--- src/rtl/periph_irq_arbiter_pkg.sv ---
// Shared definitions for the peripheral interrupt arbiter: register map,
// default sizing and the per-source gateway state encoding.
package periph_irq_arbiter_pkg;

  localparam int NUM_SRC_DEF = 16;
  localparam int PRIO_W_DEF  = 3;
  localparam int ID_W        = 5;

  localparam logic [7:0] ADDR_PENDING   = 8'h00;
  localparam logic [7:0] ADDR_ENABLE    = 8'h04;
  localparam logic [7:0] ADDR_EDGE_SEL  = 8'h08;
  localparam logic [7:0] ADDR_THRESHOLD = 8'h0C;
  localparam logic [7:0] ADDR_CLAIM     = 8'h10;
  localparam logic [7:0] ADDR_PRIO_BASE = 8'h40;

  typedef enum logic [1:0] {
    GW_IDLE       = 2'd0,
    GW_PENDING    = 2'd1,
    GW_IN_SERVICE = 2'd2
  } gw_state_e;

endpackage

--- src/rtl/irq_gateway.sv ---
// Per-source interrupt gateway: turns a raw line into a single pending
// request and holds it off until the handler signals completion.
module irq_gateway
  import periph_irq_arbiter_pkg::*;
(
  input  logic clk,
  input  logic rst,
  input  logic src,
  input  logic edge_sel,
  input  logic claim,
  input  logic complete,
  output logic pending
);

  gw_state_e state, state_nxt;
  logic      src_q;
  logic      trig;

  always_ff @(posedge clk) begin
    if (rst) begin
      state <= GW_IDLE;
      src_q <= 1'b0;
    end else begin
      state <= state_nxt;
      src_q <= src;
    end
  end

  assign trig = edge_sel ? (src & ~src_q) : src;

  // Triggers outside IDLE fall through unused, so a claim in the same
  // cycle as a fresh trigger simply wins.
  always_comb begin
    state_nxt = state;
    case (state)
      GW_IDLE:       if (trig)     state_nxt = GW_PENDING;
      GW_PENDING:    if (claim)    state_nxt = GW_IN_SERVICE;
      GW_IN_SERVICE: if (complete) state_nxt = GW_IDLE;
      default:                     state_nxt = GW_IDLE;
    endcase
  end

  assign pending = (state == GW_PENDING);

endmodule

--- src/rtl/periph_irq_arbiter.sv ---
// Peripheral interrupt arbiter: register file, NUM_SRC gateways and a
// registered highest-priority selector driving the core's external interrupt.
module periph_irq_arbiter
  import periph_irq_arbiter_pkg::*;
#(
  parameter int NUM_SRC = NUM_SRC_DEF,
  parameter int PRIO_W  = PRIO_W_DEF
) (
  input  logic               clk,
  input  logic               rst,
  input  logic [NUM_SRC-1:0] src_irq,
  input  logic [7:0]         bus_addr,
  input  logic [31:0]        bus_wdata,
  input  logic               bus_we,
  input  logic               bus_re,
  output logic [31:0]        bus_rdata,
  output logic               bus_ready,
  output logic               ext_irq,
  output logic [ID_W-1:0]    claim_id
);

  logic [NUM_SRC-1:0]             enable;
  logic [NUM_SRC-1:0]             edge_sel;
  logic [PRIO_W-1:0]              threshold;
  logic [NUM_SRC-1:0][PRIO_W-1:0] prio;
  logic [NUM_SRC-1:0]             pending_vec;

  logic [PRIO_W-1:0] win_prio;
  logic [PRIO_W-1:0] best_prio;
  logic [ID_W-1:0]   best_id;

  logic       rd_en;
  logic       claim_fire;
  logic       cmpl_hit;
  logic [7:0] prio_off;
  logic       prio_hit;
  logic [31:0] rdata_d;

  // A simultaneous write and read is handled as a write only.
  assign rd_en      = bus_re && !bus_we;
  assign claim_fire = rd_en && (bus_addr == ADDR_CLAIM);
  assign cmpl_hit   = bus_we && (bus_addr == ADDR_CLAIM);

  assign prio_off = bus_addr - ADDR_PRIO_BASE;
  assign prio_hit = (bus_addr >= ADDR_PRIO_BASE) && (prio_off[1:0] == 2'b00) &&
                    (int'(prio_off[7:2]) < NUM_SRC);

  // Out-of-range or mismatched ids never match a gateway, so they are ignored.
  for (genvar i = 0; i < NUM_SRC; i++) begin : g_gw
    irq_gateway u_gw (
      .clk      (clk),
      .rst      (rst),
      .src      (src_irq[i]),
      .edge_sel (edge_sel[i]),
      .claim    (claim_fire && (claim_id == ID_W'(i + 1))),
      .complete (cmpl_hit && (bus_wdata == 32'(i + 1))),
      .pending  (pending_vec[i])
    );
  end

  always_ff @(posedge clk) begin
    if (rst) begin
      enable    <= '0;
      edge_sel  <= '0;
      threshold <= '0;
      prio      <= '0;
    end else if (bus_we) begin
      case (bus_addr)
        ADDR_ENABLE:    enable    <= bus_wdata[NUM_SRC-1:0];
        ADDR_EDGE_SEL:  edge_sel  <= bus_wdata[NUM_SRC-1:0];
        ADDR_THRESHOLD: threshold <= bus_wdata[PRIO_W-1:0];
        default: ;
      endcase
      for (int i = 0; i < NUM_SRC; i++)
        if (prio_hit && (prio_off[7:2] == 6'(i)))
          prio[i] <= bus_wdata[PRIO_W-1:0];
    end
  end

  // Strict greater-than keeps the lowest index on priority ties; priority 0
  // can never beat the initial zero, so it is never selected.
  always_comb begin
    best_prio = '0;
    best_id   = '0;
    for (int i = 0; i < NUM_SRC; i++)
      if (pending_vec[i] && enable[i] && (prio[i] > best_prio)) begin
        best_prio = prio[i];
        best_id   = ID_W'(i + 1);
      end
  end

  always_ff @(posedge clk) begin
    if (rst) begin
      claim_id <= '0;
      win_prio <= '0;
      ext_irq  <= 1'b0;
    end else begin
      claim_id <= best_id;
      win_prio <= best_prio;
      ext_irq  <= (claim_id != '0) && (win_prio > threshold);
    end
  end

  always_comb begin
    rdata_d = '0;
    case (bus_addr)
      ADDR_PENDING:   rdata_d[NUM_SRC-1:0] = pending_vec;
      ADDR_ENABLE:    rdata_d[NUM_SRC-1:0] = enable;
      ADDR_EDGE_SEL:  rdata_d[NUM_SRC-1:0] = edge_sel;
      ADDR_THRESHOLD: rdata_d[PRIO_W-1:0]  = threshold;
      ADDR_CLAIM:     rdata_d[ID_W-1:0]    = claim_id;
      default: ;
    endcase
    for (int i = 0; i < NUM_SRC; i++)
      if (prio_hit && (prio_off[7:2] == 6'(i)))
        rdata_d[PRIO_W-1:0] = prio[i];
  end

  always_ff @(posedge clk) begin
    if (rst) begin
      bus_ready <= 1'b0;
      bus_rdata <= '0;
    end else begin
      bus_ready <= bus_we || bus_re;
      bus_rdata <= rd_en ? rdata_d : '0;
    end
  end

endmodule

--- config.mk ---
export PLATFORM = sky130hd
export DESIGN_NAME = periph_irq_arbiter
export DESIGN_NICKNAME = d
export VERILOG_FILES = /design/src/rtl/periph_irq_arbiter_pkg.sv /design/src/rtl/irq_gateway.sv /design/src/rtl/periph_irq_arbiter.sv
export SDC_FILE = /design/constraint.sdc
export NUM_CORES = 1
export LEC_CHECK = 0
export CORE_MARGIN = 2
export CORE_UTILIZATION = 50
export CTS_BUF_LIST = sky130_fd_sc_hd__clkbuf_8
export CTS_CLUSTER_DIAMETER = 100
export DETAILED_ROUTE_END_ITERATION = 8
export GPL_ROUTABILITY_DRIVEN = 0
export GPL_TIMING_DRIVEN = 0
export PLACE_DENSITY = 0.75
export SYNTH_ARGS = -nofsm -noshare
export SYNTH_HDL_FRONTEND = slang
export SYNTH_HIERARCHICAL = 1
export SYNTH_SLANG_ARGS = --single-unit
export TNS_END_PERCENT = 5
--- constraint.sdc ---
create_clock -name clk -period 18.88 [get_ports clk]
set_input_delay 3.776 -clock clk [delete_from_list [all_inputs] [get_ports clk]]
set_output_delay 3.776 -clock clk [all_outputs]
set_load 0.03 [all_outputs]
==> qor.yml <==
cap_violations: 0
cts_tree: "yes"
max_freq_mhz: 53.9
total_power_mw: 0.663
leakagePower_nw: 4.06
sequential_cell_area_um2: 3140
clk_path_buf_depth: 2
synthXorXnorAreaFrac_pct: 0.0949
maxSlewViolCount: 0
synth_top_family_by_area: "simple AND/OR/NAND/NOR gates"
tightest_slew_ns: 0.941
ant_nets: 0
hold_viol: 0
antenna_found_initial: 0
path_buf_inv: 5
drtPass1Iterations: 6
dp_cells: 1520
die_h_um: 140
fin_nets: 1452
synth_compound_area_share_pct: 22.5
r2r_slack_ns: 0.34
postSynth.asyncResetShare_pct: 0
routed_wl_mm: 30.2
hold_class: "register to register"
grt-busiest-layer: "met2"
synthAdderAreaFrac_pct: 3.48
setup_slack_ns: 0.339
clock_sinks: 157
synth_edf_count: 0
io_pins: 99
path_common_cell: "ha_4"
use_met2_pct: 46.6
dpl_worst_slack_ns: -2.16
avgSynthCellArea_um2: 7.71
yosys.area.top_type: "dfxtp_1"
multi_input_area_um2: 6310
vias_per_cell: 6.10
power_density_nw_per_um2: 56.2
pwr-share-seq_pct: 51.2
seq_area_frac_synth_pct: 34.1
outcome: "complete, no violations"
htree_levels: 4
initial_core_util_pct: 51.2
synth-main-ff-cell: "dfxtp_1"
grt_max_degree: 50
grt_util_met1_pct: 40.6
finClkSkew_ns: 0.0108
area_delta_synth_final_pct: 27.9
intPower_mw: 0.483
rows: 49
irDropWorstVdd_v: 0.0000548
postSynthCellCount: 1197
synth-seq-cells: 157
finalNonFillerCells: 1609
final_common_cell: "nand2_1"
drive_gt1_share_pct: 18.3
net-switching-power_mw: 0.180
filler_cell_count: 1532
worst-setup-path-type: "register to register"
required_ns: 19.29
wl_per_cell_um: 18.7
yosys.area_share.simple_pct: 31.7
vias: 9810
postCtsHoldBufs: 0
ys_top_cells_by_area: "dfxtp_1 34%, nand2_1 8.3%, a21oi_1 6.5%"
synth_mux_area_share_pct: 3.50
crit_path_start_kind: "register"
die_w_um: 140
cp-end-kind: "register"
critPathSlowestCell: "or3_4"
drcViolationCount: 0
grt_pass1_wl_mm: 46.2
clk_pin_slew_ns: 0.10
use_met3_pct: 4.20
netSwitchingFraction_pct: 27.2
grtUsageTotal_pct: 29.5
insertion_delay_ns: 0.48
dp_hpwl_mm: 21.5
cts_root_buffer: "clkbuf_8"
numCtsBuffers: 17
syn_area_um2: 9230
place_area_um2: 10400
finalSetupViolCount: 0
cpLargestDelayFamily: "simple AND/OR/NAND/NOR gates"
combinationalPowerShare_pct: 9.6
final_area_um2: 11800
synth.distinct_cells: 90
diodes: 0
io_buffers: 79
drt_iter0_drc: 1098
crit_arrival_ns: 18.95
final_cell_mix: "197 x nand2_1, 156 x dfxtp_1, 121 x nor2_1"
critPathMaxFanout: 6
grt_pass1_vias: 8855
core_um2: 18000
yosys_warnings: 6
fin_crit_sh_pct: 98.2
dieArea_um2: 19600
synth.top_cell.area_share_pct: 34.1
clkPwrFrac_pct: 39.1
slew-limit-headroom_pct: 36.7
rsz0062_at_grt: "true"
slowest_delay_ns: 0.41
min_period_ns: 18.54
grt_overflow: 0
-- layout make-up --
class,count,share of cell area (%)
plain buffers,62,2.65
clock buffers,17,1.98
flip-flops and latches,157,26.6
repair buffers,138,10.4
clock inverters,14,1.36
multi-input cells,958,53.4
inverters,34,1.08
well taps,229,2.43
-- Yosys cell counts, types with 5 or more instances --
cell type    n
nand2_1    203
dfxtp_1    157
nor2_1     137
a21oi_1    120
nand3_1     75
clkbuf_1    38
inv_1       33
nand2b_1    27
nor2b_1     26
a22oi_1     25
ha_1        24
mux2i_1     21
a211oi_1    20
nor3_1      19
buf_4       18
nand3b_1    17
nor2b_4     17
o21ai_0     16
a31oi_1     13
and3_1      13
nor4_1      13
and2_1      11
a21o_1       8
nand4_1      8
o211ai_1     8
a221oi_1     7
a311oi_1     7
a22o_1       6
buf_1        5
or2_2        5
-- flip-flops by register name, summed over array words and instances (netlist names) --
name             flops
prio                48
g_gw.u_gw/state     32
bus_rdata           16
edge_sel            16
enable              16
g_gw.u_gw/src_q     16
claim_id             5
threshold            3
win_prio             3
bus_ready            1
ext_irq              1
-- metal layers --
metal,part of all wire (%),vias up
met4,3.9,0
met3,8.3,90
li1,-,4600
met1,42,4613
met5,0,-
met2,46,507
-- worst paths after layout --
path / startpoint / to / cells past startpoint
worst min-delay path: enable[12] / enable[12] / 2
worst max register to register: g_gw[0].u_gw/state[0] / win_prio[0] / 109
worst min register to register: enable[12] / enable[12] / 2
worst max-delay path: g_gw[0].u_gw/state[0] / win_prio[0] / 109
-- power groups by stage --
stage	logic, mW	clock network, mW	registers, mW
final	0.0639	0.259	0.340
after floorplan	0.0350	0	0.347
after global placement	0.0605	0	0.347
after detailed placement	0.0609	0	0.347
after CTS	0.0620	0.260	0.340
after global routing	0.0676	0.275	0.340
-- kinds of logic after synthesis --
group,count (synthesis)
and+or+nand+nor,591
buffers and inverters,97
other,1
DFF,157
AOI/OAI and AO/OA,296
muxes,28
adders and majority gates,26
xor gates and xnor gates,1
-- worst register-to-register path, delay by kind of cell, from the launching register on --
family,cells,cell delay [ns]
AND/OR/NAND/NOR,46,6.31
AO/OA/AOI/OAI,38,6.12
adder cells (fa/ha/maj),17,4.32
multiplexers,3,0.91
buffers and inverters,5,0.47
flip-flops,1,0.36
-- metrics by stage --
stage	TNS, ns	hold WS [ns]	utilization, %
detailed placement	-15.34	0.459	57.5
global placement	-13.64	0.456	57.5
CTS	0	0.471	62.1
finish	0	0.469	65.5
global route	-2.80	0.494	65.5
floorplan	0	0.445	-
-- repair_timing --
action	4_1_cts	5_1_grt
setup endpoints to repair	8	8
setup buffers	27	32
resized for setup	53	69
pin swaps	22	71
Power figures use the tool's default switching activity.
